**config.mk**
```make
export PLATFORM = sky130hd
export DESIGN_NAME = regfile_writeback
export DESIGN_NICKNAME = d
export VERILOG_FILES = /design/src/rtl/regfile_writeback.sv
export SDC_FILE = /design/constraint.sdc
export NUM_CORES = 1
export LEC_CHECK = 0
export CORE_AREA = 2 2 197 122
export DETAILED_ROUTE_END_ITERATION = 6
export DIE_AREA = 0 0 199 124
export GPL_ROUTABILITY_DRIVEN = 0
export MAX_ROUTING_LAYER = met4
export PLACE_DENSITY = 0.86
export SETUP_SLACK_MARGIN = 0.02
export SYNTH_ARGS = -nofsm -noshare
export SYNTH_HDL_FRONTEND = slang
export SYNTH_SLANG_ARGS = --single-unit
```
**constraint.sdc**
```tcl
create_clock -name clk -period 3.2 [get_ports clk]
set_clock_uncertainty 0.1 [all_clocks]
set_input_delay 0.48 -clock clk [delete_from_list [all_inputs] [get_ports clk]]
set_output_delay 0.48 -clock clk [all_outputs]
set_load 0.02 [all_outputs]
```
**src/rtl/regfile_writeback.sv**
```systemverilog
// Purpose: arbitrates ALU and load results into a register-file write port via a small FIFO, with bypass lookup.
// Latency: accepted at edge N, written (writeEn high) between edges N+1 and N+2; one write per cycle.
// Backpressure: mem_ready = !full, alu_ready = !full && !mem_valid (load has priority); no pass-through when full.
module regfile_writeback #(
  parameter int DEPTH = 4
) (
  input  logic        clk,
  input  logic        rst_n,
  input  logic        alu_valid,
  output logic        alu_ready,
  input  logic [4:0]  alu_addr,
  input  logic [31:0] alu_data,
  input  logic        mem_valid,
  output logic        mem_ready,
  input  logic [4:0]  mem_addr,
  input  logic [31:0] mem_data,
  output logic [4:0]  wAddr,
  output logic [31:0] wData,
  output logic        writeEn,
  input  logic [4:0]  fwd_addr,
  output logic        fwd_hit,
  output logic [31:0] fwd_data,
  output logic        full,
  output logic        empty
);

  localparam int PW = (DEPTH > 1) ? $clog2(DEPTH) : 1;
  localparam int CW = PW + 1;

  typedef struct packed {
    logic [4:0]  addr;
    logic [31:0] data;
  } wb_entry_t;

  // Queue storage is never reset; validity comes from the pointers and count.
  wb_entry_t q_mem [DEPTH];

  logic [PW-1:0] rd_ptr_q, rd_ptr_d;
  logic [PW-1:0] wr_ptr_q, wr_ptr_d;
  logic [CW-1:0] count_q, count_d;
  logic          we_q, we_d;
  logic [4:0]    waddr_q, waddr_d;
  logic [31:0]   wdata_q, wdata_d;

  wb_entry_t     in_entry;
  wb_entry_t     head_entry;
  logic          mem_acc, alu_acc, push, pop;
  logic [PW-1:0] fwd_idx;

  assign full      = (count_q == CW'(DEPTH));
  assign empty     = (count_q == '0);
  assign mem_ready = !full;
  assign alu_ready = !full && !mem_valid;

  assign wAddr   = waddr_q;
  assign wData   = wdata_q;
  assign writeEn = we_q;

  // Select the accepted source, drop r0 writes, and compute next queue/output state.
  always_comb begin
    mem_acc    = mem_valid && mem_ready;
    alu_acc    = alu_valid && alu_ready;
    in_entry   = mem_acc ? {mem_addr, mem_data} : {alu_addr, alu_data};
    push       = (mem_acc || alu_acc) && (in_entry.addr != 5'd0);
    pop        = !empty;
    head_entry = q_mem[rd_ptr_q];

    // Power-of-two depth: natural pointer overflow is the modulo-DEPTH wrap.
    wr_ptr_d = push ? wr_ptr_q + PW'(1) : wr_ptr_q;
    rd_ptr_d = pop  ? rd_ptr_q + PW'(1) : rd_ptr_q;

    count_d = count_q;
    case ({push, pop})
      2'b10:   count_d = count_q + CW'(1);
      2'b01:   count_d = count_q - CW'(1);
      default: count_d = count_q;
    endcase

    we_d    = pop;
    waddr_d = pop ? head_entry.addr : waddr_q;
    wdata_d = pop ? head_entry.data : wdata_q;
  end

  // Pointer, count and output-stage registers; reset discards all pending writes.
  always_ff @(posedge clk or negedge rst_n) begin
    if (!rst_n) begin
      rd_ptr_q <= '0;
      wr_ptr_q <= '0;
      count_q  <= '0;
      we_q     <= 1'b0;
      waddr_q  <= '0;
      wdata_q  <= '0;
    end else begin
      rd_ptr_q <= rd_ptr_d;
      wr_ptr_q <= wr_ptr_d;
      count_q  <= count_d;
      we_q     <= we_d;
      waddr_q  <= waddr_d;
      wdata_q  <= wdata_d;
    end
  end

  // Queue storage write at the tail.
  always_ff @(posedge clk) begin
    if (push) begin
      q_mem[wr_ptr_q] <= in_entry;
    end
  end

  // Bypass lookup: output stage is oldest, then queue head..tail; the last match wins (youngest).
  always_comb begin
    fwd_hit  = 1'b0;
    fwd_data = '0;
    fwd_idx  = rd_ptr_q;
    if (fwd_addr != 5'd0) begin
      if (we_q && (waddr_q == fwd_addr)) begin
        fwd_hit  = 1'b1;
        fwd_data = wdata_q;
      end
      for (int i = 0; i < DEPTH; i++) begin
        fwd_idx = rd_ptr_q + PW'(i);
        if ((CW'(i) < count_q) && (q_mem[fwd_idx].addr == fwd_addr)) begin
          fwd_hit  = 1'b1;
          fwd_data = q_mem[fwd_idx].data;
        end
      end
    end
  end

endmodule

```
==> impl_results.md, run 1 <==
- Final antenna diode count: 0
- Post-synthesis cell count: between 900 and 1000
- Tightest Hold Check Type: input port to asynchronous set/reset pin
- Source of the worst register-to-register timing path: count_q[0]
- Starting Density: 0.494
- Ys async rst share: 0.233
- Critical Path AT: approximately 3.5 ns
- Clk slew on worst S/H paths: 0.07 ns
- Worst-Margin Slew: approximately 0.76 ns
- Critical Path Slowest Stage Cell: or4_4
- Max incr delay on CP: 0.60 ns
- Total grt overflow: 0
- Commonest non-fill, non-tap cells in the layout: nand2_1 (164), edfxtp_1 (148), mux2i_1 (147)
- Pins Over Slew Limit: 0
- Nets@finish: between 1000 and 1500
- Die area: 0.0247 mm²
- Drt wl/cell: around 23 µm
- Final Cycle Share: 1.28
- Flop-to-flop setup slack: between 0.2 and 0.25 ns
- Synth warnings: 0
- PortBufs: 157
- Vias in the first global route: roughly 9400
- Sink Count: roughly 190
- DP Cell Count: 1498
- CTS buffer count: 17
- Chip Width: 199 µm
- Die height: between 100 and 150 µm
- Placement Rows: 43
- Setup TNS: -27.35 ns
- Max-cap violation count: 0
- H-tree depth reported by CTS: 4
- First-pass GRT wire length: 52700 µm
- Fmax: between 200 and 250 MHz
- Mapped cell area: 0.0112 mm²
- Pwr Total: 16.7 mW
- Layout cells sized above 1: 0.289
- Non-Filler Instances: roughly 1600
- Pwr Density: approximately 1100 mW/mm²
- WP data required: 2.62 ns
- CTS tree: built
- Element type at the critical path start: flop
- Top cell type's share of synthesized area: 0.395
- GRT Overall Usage: 0.294
- Pre-CTS setup slack: -1.35 ns
- Setup violations, final: 33
- Cells on worst reg2reg path: 13
- Leakage: 6.07 nW
- Area Growth Syn to Fin: 37.6%
- DR vias: 9638
- Number of flops mapped to enable cells by yosys: roughly 150
- Status: finished, violations left
- Slew HR: 0.492
- Cell chain of the critical path: buf_6 > mux4_2 > xnor2_2 > o2111a_1 > o21a_1 > or4_4 > buf_12 > buf_16 > o221a_1 > o32ai_2 > buf_4
- Root Buffer Master: clkbuf_16
- Ys flop type: edfxtp_1
- Ports: around 160
- Cell taking the most area after synthesis: edfxtp_1
- #FFs+latches synth: 193
- Maximum number of pins on one net before global-route repair: 70
- Count of different cell masters after synthesis: between 40 and 50
- Vias per cell: 6.21
- Pre-antenna DRT Iters: 5
- Setup crit end kind: output pin
- Synth area leaders: edfxtp_1 (40%), mux2i_1 (14%), dfrtp_1 (10%)
- Clk buf depth: 2
- CP endpoint: fwd_data[10]
- Failing checks: setup timing
- Final worst setup slack: -0.910 ns
- Post-Route WL: 35500 µm
- Crit. Startpoint: rd_ptr_q[1]
- Register area share after synthesis: 0.496
- Synthesized net count: 1085
- Post-DP HPWL: 22200 µm
- Hold WS: between 0.4 and 0.5 ns
- Clock Latency Late Sink: between 0.4 and 0.5 ns
- RSZ-0062 raised after global routing: true
- Syn Area/Cell: approximately 11 µm²
- Core area: 0.0228 mm²
- Worst Path Max Fanout: 7
- Crit Path Class: flop to output pin
- Min Clock Period, post-route: 4.11 ns
- DRC Markers: 0
- Drt initial violations: 921
- Commonest non-fill, non-tap cell in the layout: nand2_1
- Worst VDD drop: 542 µV
- DRT antenna net count: 0
- RR Endpoint: count_q[2]
- Initial antenna violation count: 0
- Final Hold Fails: 0
==> kinds of logic after synthesis <==
group,synth area share
mux,0.187
fa+ha+maj,0.0100
buf+inv,0.0363
flops,0.496
compound gates,0.151
xor+xnor,0.0234
simple gates,0.0963
==> worst min-delay path by stage <==
stage / to / cells after the start / from / slack, ns
after floorplan: count_q[0] / 0 / rst_n / 0.08
after global placement: wData[26] / 1 / rst_n / 0.34
after detailed placement: wData[26] / 1 / rst_n / 0.35
after CTS: wData[19] / 2 / wData[19] / 0.41
after global routing: wData[26] / 2 / rst_n / 0.43
final: wData[26] / 2 / rst_n / 0.41
==> stage by stage <==
stage / util / cell area, µm²
final: 0.679 / 15500
after global routing: 0.679 / 15500
after CTS: 0.666 / 15200
after detailed placement: 0.624 / 14200
after global placement: 0.624 / 14200
after floorplan: - / 11500
==> repair_timing <==
action	in CTS	in global routing
hold buffers	1	0
cloned	3	3
resized for setup	231	42
endpoints found under the hold margin	14	0
pin swaps	5	18
buffers inserted	14	4
setup endpoints to repair	33	90
==> worst max-delay path: cells and delay by family, from the launching register on <==
| kind | cells | cell delay, ns |
|---|---|---|
| XOR/XNOR | 1 | 0.15 |
| AND/OR/NAND/NOR | 1 | 0.60 |
| flip-flops | 1 | 0.50 |
| buffers and inverters | 4 | 0.64 |
| multiplexers | 1 | 0.52 |
| AO/OA/AOI/OAI | 4 | 0.67 |
==> cell usage after synthesis (all sizes together), types with 8 or more instances <==
library cell / number
a32o: 25
or2: 19
a311o: 25
buf: 28
a22oi: 25
nand2: 165
edfxtp: 148
clkbuf: 62
nor3: 8
xnor2: 17
xor2: 13
ha: 9
o21ai: 37
dfrtp: 45
mux2: 37
nor2: 52
o221ai: 50
o221a: 14
mux2i: 153
==> where the power goes <==
group	switching, mW	internal (mW)	total (mW)
Combinational	5.59	4.70	10.3
Sequential	0.585	3.77	4.36
Clock	0.982	1.09	2.07
==> final cells by class <==
| class | instances | area [µm²] |
|---|---|---|
| timing repair buffer | 303 | 3070 |
| tap | 315 | 394 |
| fill | 1577 | 7300 |
| clock buffer | 19 | 443 |
| sequential | 193 | 5580 |
| inverter | 8 | 30.0 |
| clock inverter | 13 | 110 |
| multi-input combinational | 702 | 5840 |
==> layer usage <==
layer / global-route usage / part of all wire / vias up
li1: - / - / 4278
met1: 0.390 / 0.42 / 4758
met2: 0.454 / 0.47 / 531
met3: 0.0715 / 0.096 / 71
met4: 0.0807 / 0.019 / 0
met5: - / 0 / -
==> registers in the layout (all words and copies together) (netlist names) <==
signal and flops:
count_q 3, q_mem 148, rd_ptr_q 2, wAddr 5
wData 32, wr_ptr_q 2, writeEn 1
Power figures use the tool's default switching activity.
==> inputs of run 2 (changes only) <==
- PLACE_DENSITY: 0.86 -> 0.76
==> run 2 against run 1 <==
The flow still finishes with violations (setup timing). Worst hold slack worse by 0.33 ns. Cell count down 0.71%. Fmax up 0.23%. Routed wire length down 2.1%. Cell area down 0.25%. Power down 0.21%. Sequential cell count unchanged. Setup slack better by 0.0095 ns.
==> impl_results.md, run 2 (synthesis results as in run 1) <==
- Status: finished, violations left
- Failing checks: setup timing
- Min Clock Period, post-route: 4.10 ns
- Final Cycle Share: 1.28
- Commonest non-fill, non-tap cell in the layout: nand2_1
- Die height: between 100 and 150 µm
- CTS tree: built
- Critical Path Slowest Stage Cell: or4_4
- Grt met1 use: 0.408
- WP data required: 2.62 ns
- Setup TNS: -27.53 ns
- Leakage: ~6 nW
- Cell chain of the critical path: buf_6 > mux4_2 > xnor2_1 > o2111a_1 > o21a_1 > or4_4 > buf_12 > buf_16 > o221a_1 > o32ai_2 > buf_4
- Most used routing layer: met2
- Pre-antenna DRT Iters: 6
- Clk slew on worst S/H paths: 0.07 ns
- Starting Density: 0.494
- Maximum number of pins on one net before global-route repair: 70
- PortBufs: 157
- First-pass GRT wire length: a little over 50000 µm
- Pwr Density: 1080 mW/mm²
- Core area: ~0.023 mm²
- Hold Buf Count CTS: 0
- Clk buf depth: 2
- Final worst setup slack: -0.901 ns
- H-tree depth reported by CTS: 4
- Pins Over Slew Limit: 0
- Fmax: 244 MHz
- Met3 Use GR: 0.0455
- Clock Latency Late Sink: 0.44 ns
- DRT antenna net count: 0
- Max-cap violation count: 0
- Sink Count: 193
- Chip Width: 199 µm
- Setup violations, final: 33
- DRC Markers: 0
- Crit Path Class: flop to output pin
- Critical Path AT: 3.52 ns
- GRT Overall Usage: 0.290
- Element type at the critical path start: flop
- Max incr delay on CP: 0.60 ns
- RSZ-0062 raised after global routing: true
- Vias in the first global route: 9064
- Area Growth Syn to Fin: 37.2%
- Final Hold Fails: 0
- Layout cells sized above 1: 0.287
- Worst-Margin Slew: 0.934 ns
- GRT met2 Usage: 0.437
- Largest Register: q_mem
- Max FFs per register: 148
- Tightest Hold Check Type: input port to asynchronous set/reset pin
- Drt wl/cell: around 23 µm
- Root Buffer Master: clkbuf_16
- Worst VDD drop: 496 µV
- Initial antenna violation count: 0
- Final antenna diode count: 0
- Vias per cell: approximately 6.1
- Post-DP HPWL: 22100 µm
- Drt initial violations: approximately 960
- Placement Rows: 43
- Die area: 0.0247 mm²
- Post-Route WL: 34700 µm
- Worst Path Max Fanout: 7
- Total grt overflow: 0
- Nets@finish: 1306
- DR vias: 9385
- Setup crit end kind: output pin
- Core Util, Final: 0.678
- CTS buffer count: 17
- Commonest non-fill, non-tap cells in the layout: nand2_1 (164), edfxtp_1 (148), mux2i_1 (147)
- Ports: 158
- Slew HR: 0.377
-- run 2: worst max-delay path, delay by kind of cell, from the launching register on --
| kind | cells | cell delay, ns |
|---|---|---|
| compound gates | 4 | 0.65 |
| xor+xnor | 1 | 0.15 |
| buf+inv | 4 | 0.63 |
| flops | 1 | 0.50 |
| mux | 1 | 0.55 |
| simple gates | 1 | 0.60 |
-- run 2: stage by stage --
stage                     setup slack (ns)  power, mW  cell area (µm²)  hold slack (ns)  std cells
after detailed placement             -1.30       13.8            14200            0.400       1496
after global routing                -0.995       17.5            15400           0.0953       1542
after floorplan                     -0.126       9.95            11500           0.0844        993
after CTS                           -0.897       16.3            15100           0.0951       1537
final                               -0.901       16.7            15400           0.0808       1542
after global placement               -1.27       13.6            14200            0.390       1496
-- run 2: power by group --
group          internal, mW  switching, mW
sequential             3.77          0.582
combinational          4.66           5.54
clock                  1.18          0.962
total                  9.61           7.08
-- run 2: final timing paths --
kind                            slack [ns]            to  cells past startpoint        start
worst min register to register        0.41     wData[29]                      2    wData[29]
max in group asynchronous             2.00      wData[1]                      3        rst_n
worst min-delay path                  0.08     wData[10]                      1        rst_n
min in group clk                      0.41     wData[29]                      2    wData[29]
worst max register to register        0.19    count_q[2]                     13   count_q[0]
worst max-delay path                 -0.90  fwd_data[10]                     11  rd_ptr_q[1]
-- run 2: area by class of cell --
type                            count  area [µm²]
Sequential cell                   193        5580
Clock buffer                       20         447
Fill cell                        1670        7330
Timing Repair Buffer              292        2970
Multi-Input combinational cell    702        5870
Clock inverter                     12         133
Tap cell                          315         394
Inverter                            8        30.0
-- run 2: routing by layer --
metal  up-vias  routed length, µm  share of wire
li1       4246                  -              -
met1      4629              15600           0.45
met2       460              15500           0.45
met3        50               2940          0.085
met4         0                622          0.018
met5         -                  0              0
-- run 2: what timing repair did --
item                       4_1_cts  5_1_grt
pin swaps                        8       14
setup endpoints to repair       33      152
buffers inserted                 7        3
resized for setup              226       36
cloned                           2        2
==> inputs of run 3 (changes only) <==
- PLACE_DENSITY: 0.76 -> 0.87
==> run 3 against run 2 <==
The run still ends with setup timing left. Worst hold slack worse by 0.038 ns. Fmax fell by 0.50%. Setup slack got worse by 0.021 ns. Combinational power hardly changed. Sequential cell count stayed put. Critical path depth did not move. Count of clock-buffer cells in the layout is the same. Critical path type unchanged. Highest routed layer unchanged.
==> impl_results.md, run 3 (synthesis results as in run 1) <==
- Placement Rows: 43
- DRC Markers: 0
- Starting Density: 0.494
- Nets@finish: between 1000 and 1500
- Clock Power Share: 0.121
- Critical Path Slowest Stage Cell: or4_4
- Critical Path AT: approximately 3.5 ns
- Worst Path Max Fanout: 21
- Pre-antenna DRT Iters: 6
- RSZ-0062 raised after global routing: true
- Initial antenna violation count: 0
- Non-Filler Instances: 1534
- Vias in the first global route: 9228
- Ports: 158
- Chip Width: around 200 µm
- Final Hold Fails: 0
- Clk slew on worst S/H paths: 0.07 ns
- Leakage: a little under 6 nW
- Die height: 124 µm
- Setup TNS: -27.50 ns
- CP Buf/Inv Count: 4
- Cell-internal power: 9.20 mW
- Area Growth Syn to Fin: 34.5%
- Layout cells sized above 1: 0.260
- Crit. Startpoint: rd_ptr_q[0]
- Final worst setup slack: -0.921 ns
- H-tree depth reported by CTS: 4
- Fmax: 243 MHz
- Min Clock Period, post-route: 4.12 ns
- Drt wl/cell: 22.5 µm
- Cell chain of the critical path: buf_12 > buf_4 > mux4_2 > xnor2_1 > o2111a_1 > o21a_1 > or4_4 > buf_8 > o221ai_2 > a32o_2 > clkdlybuf4s15_2
- DR vias: 9450
- Setup crit end kind: output pin
- Drt initial violations: 1132
- Max incr delay on CP: about 0.63 ns
- Pwr Density: between 1000 and 1500 mW/mm²
- First-pass GRT wire length: 51900 µm
- Post-Route WL: around 34000 µm
- Total grt overflow: 0
- Root Buffer Master: clkbuf_16
- CP endpoint: fwd_data[18]
- Combinational power share: 0.611
- Slew HR: 0.429
- Seq pwr share: 0.268
- Cell count along the critical path: 11
- Setup violations, final: 33
- GRT Overall Usage: 0.289
- Crit Path Class: flop to output pin
- Clk buf depth: 2
- Final antenna diode count: 0
- Cells on worst reg2reg path: 13
- Commonest non-fill, non-tap cell in the layout: nand2_1
- Element type at the critical path start: flop
- Status: finished, violations left
- DP Cell Count: 1487
- Worst-Margin Slew: 0.857 ns
- RR Endpoint: count_q[2]
- Vias per cell: ~6.2
- Failing checks: setup timing
- Tightest Hold Check Type: input port to asynchronous set/reset pin
- Pins Over Slew Limit: 0
- Core area: approximately 0.023 mm²
- Worst VDD drop: 599 µV
- Sink Count: 193
- Clock Latency Late Sink: between 0.4 and 0.5 ns
- Largest Register: q_mem
- WP data required: 2.62 ns
- PortBufs: about 160
- Post-DP HPWL: 21600 µm
- Die area: around 0.025 mm²
- Sw Ratio: 0.431
- DRT antenna net count: 0
- Worst path top cell family by delay: buffers and inverters
- CTS buffer count: 17
- Max-cap violation count: 0
- Net Sw Power: between 6 and 7 mW
- Source of the worst register-to-register timing path: count_q[0]
- Maximum number of pins on one net before global-route repair: 70
- Final Cycle Share: 1.29
- Max FFs per register: 148
- Flop-to-flop setup slack: 0.23 ns
- Commonest non-fill, non-tap cells in the layout: nand2_1 (164), edfxtp_1 (148), mux2i_1 (143)
- CTS tree: built
==> run 3: changes by cell type in the layout (fill, tap and decap cells not counted), moves of 5 or more <==
cell and change:
buf_6 -19, o221ai_2 -24, clkdlybuf4s15_2 +15, buf_4 -11, buf_8 +5, buf_2 +5
mux2i_4 +6, o221ai_4 -5, o221ai_1 +29
==> run 3: area by class of cell <==
class	instances	area [µm²]
sequential	193	5580
multi-input combinational	702	5720
inverter	8	30.0
fill	1625	7630
clock inverter	12	82.6
tap	315	394
timing repair buffer	284	2880
clock buffer	20	437
==> run 3: stage by stage <==
step	hold slack (ns)	total power [mW]	setup WS [ns]	cell area, µm²	util
final	0.0423	16.2	-0.921	15100	0.665
after global routing	0.103	17.0	-0.963	15100	0.665
after CTS	0.0577	15.7	-0.851	14800	0.652
after detailed placement	0.399	13.6	-1.34	14100	0.621
after global placement	0.388	13.3	-1.28	14100	0.621
after floorplan	0.0844	9.95	-0.126	11500	-
==> run 3: worst min-delay path by stage <==
stage,to,cells past startpoint,from
CTS,wData[10],1,rst_n
global route,wData[10],1,rst_n
global placement,wData[28],2,wData[28]
finish,wData[10],1,rst_n
detailed placement,wData[8],2,wData[8]
floorplan,count_q[0],0,rst_n
==> run 3: worst register-to-register path, delay by kind of cell, from the launching register on <==
| family | cells | cell delay, ns |
|---|---|---|
| compound gates | 1 | 0.17 |
| xor+xnor | 1 | 0.14 |
| fa+ha+maj | 2 | 0.40 |
| buf+inv | 3 | 0.32 |
| flops | 1 | 0.43 |
| mux | 2 | 0.61 |
| simple gates | 4 | 0.69 |
==> run 3: power by group through the flow <==
| stage | combinational, mW | clock, mW | sequential [mW] |
|---|---|---|---|
| detailed placement | 9.19 | 0 | 4.36 |
| global route | 10.5 | 2.06 | 4.43 |
| global placement | 8.96 | 0 | 4.30 |
| finish | 9.88 | 1.96 | 4.33 |
| floorplan | 5.45 | 0 | 4.50 |
| CTS | 9.39 | 1.97 | 4.30 |
==> run 3: what timing repair did <==
| item | 4_1_cts | 5_1_grt |
|---|---|---|
| hold buffers | 0 | 0 |
| endpoints found under the setup margin | 33 | 180 |
| buffers inserted | 4 | 8 |
| gates resized for setup | 149 | 45 |
| pin swaps | 2 | 4 |
| gates cloned | 1 | 2 |
==> run 3: routing by layer <==
| layer | wire length, µm | vias to the layer above | global-route usage |
|---|---|---|---|
| li1 | - | 4218 | - |
| met1 | 14100 | 4543 | 0.390 |
| met2 | 15900 | 616 | 0.441 |
| met3 | 3830 | 73 | 0.0585 |
| met4 | 709 | 0 | 0.0928 |
| met5 | 0 | - | - |
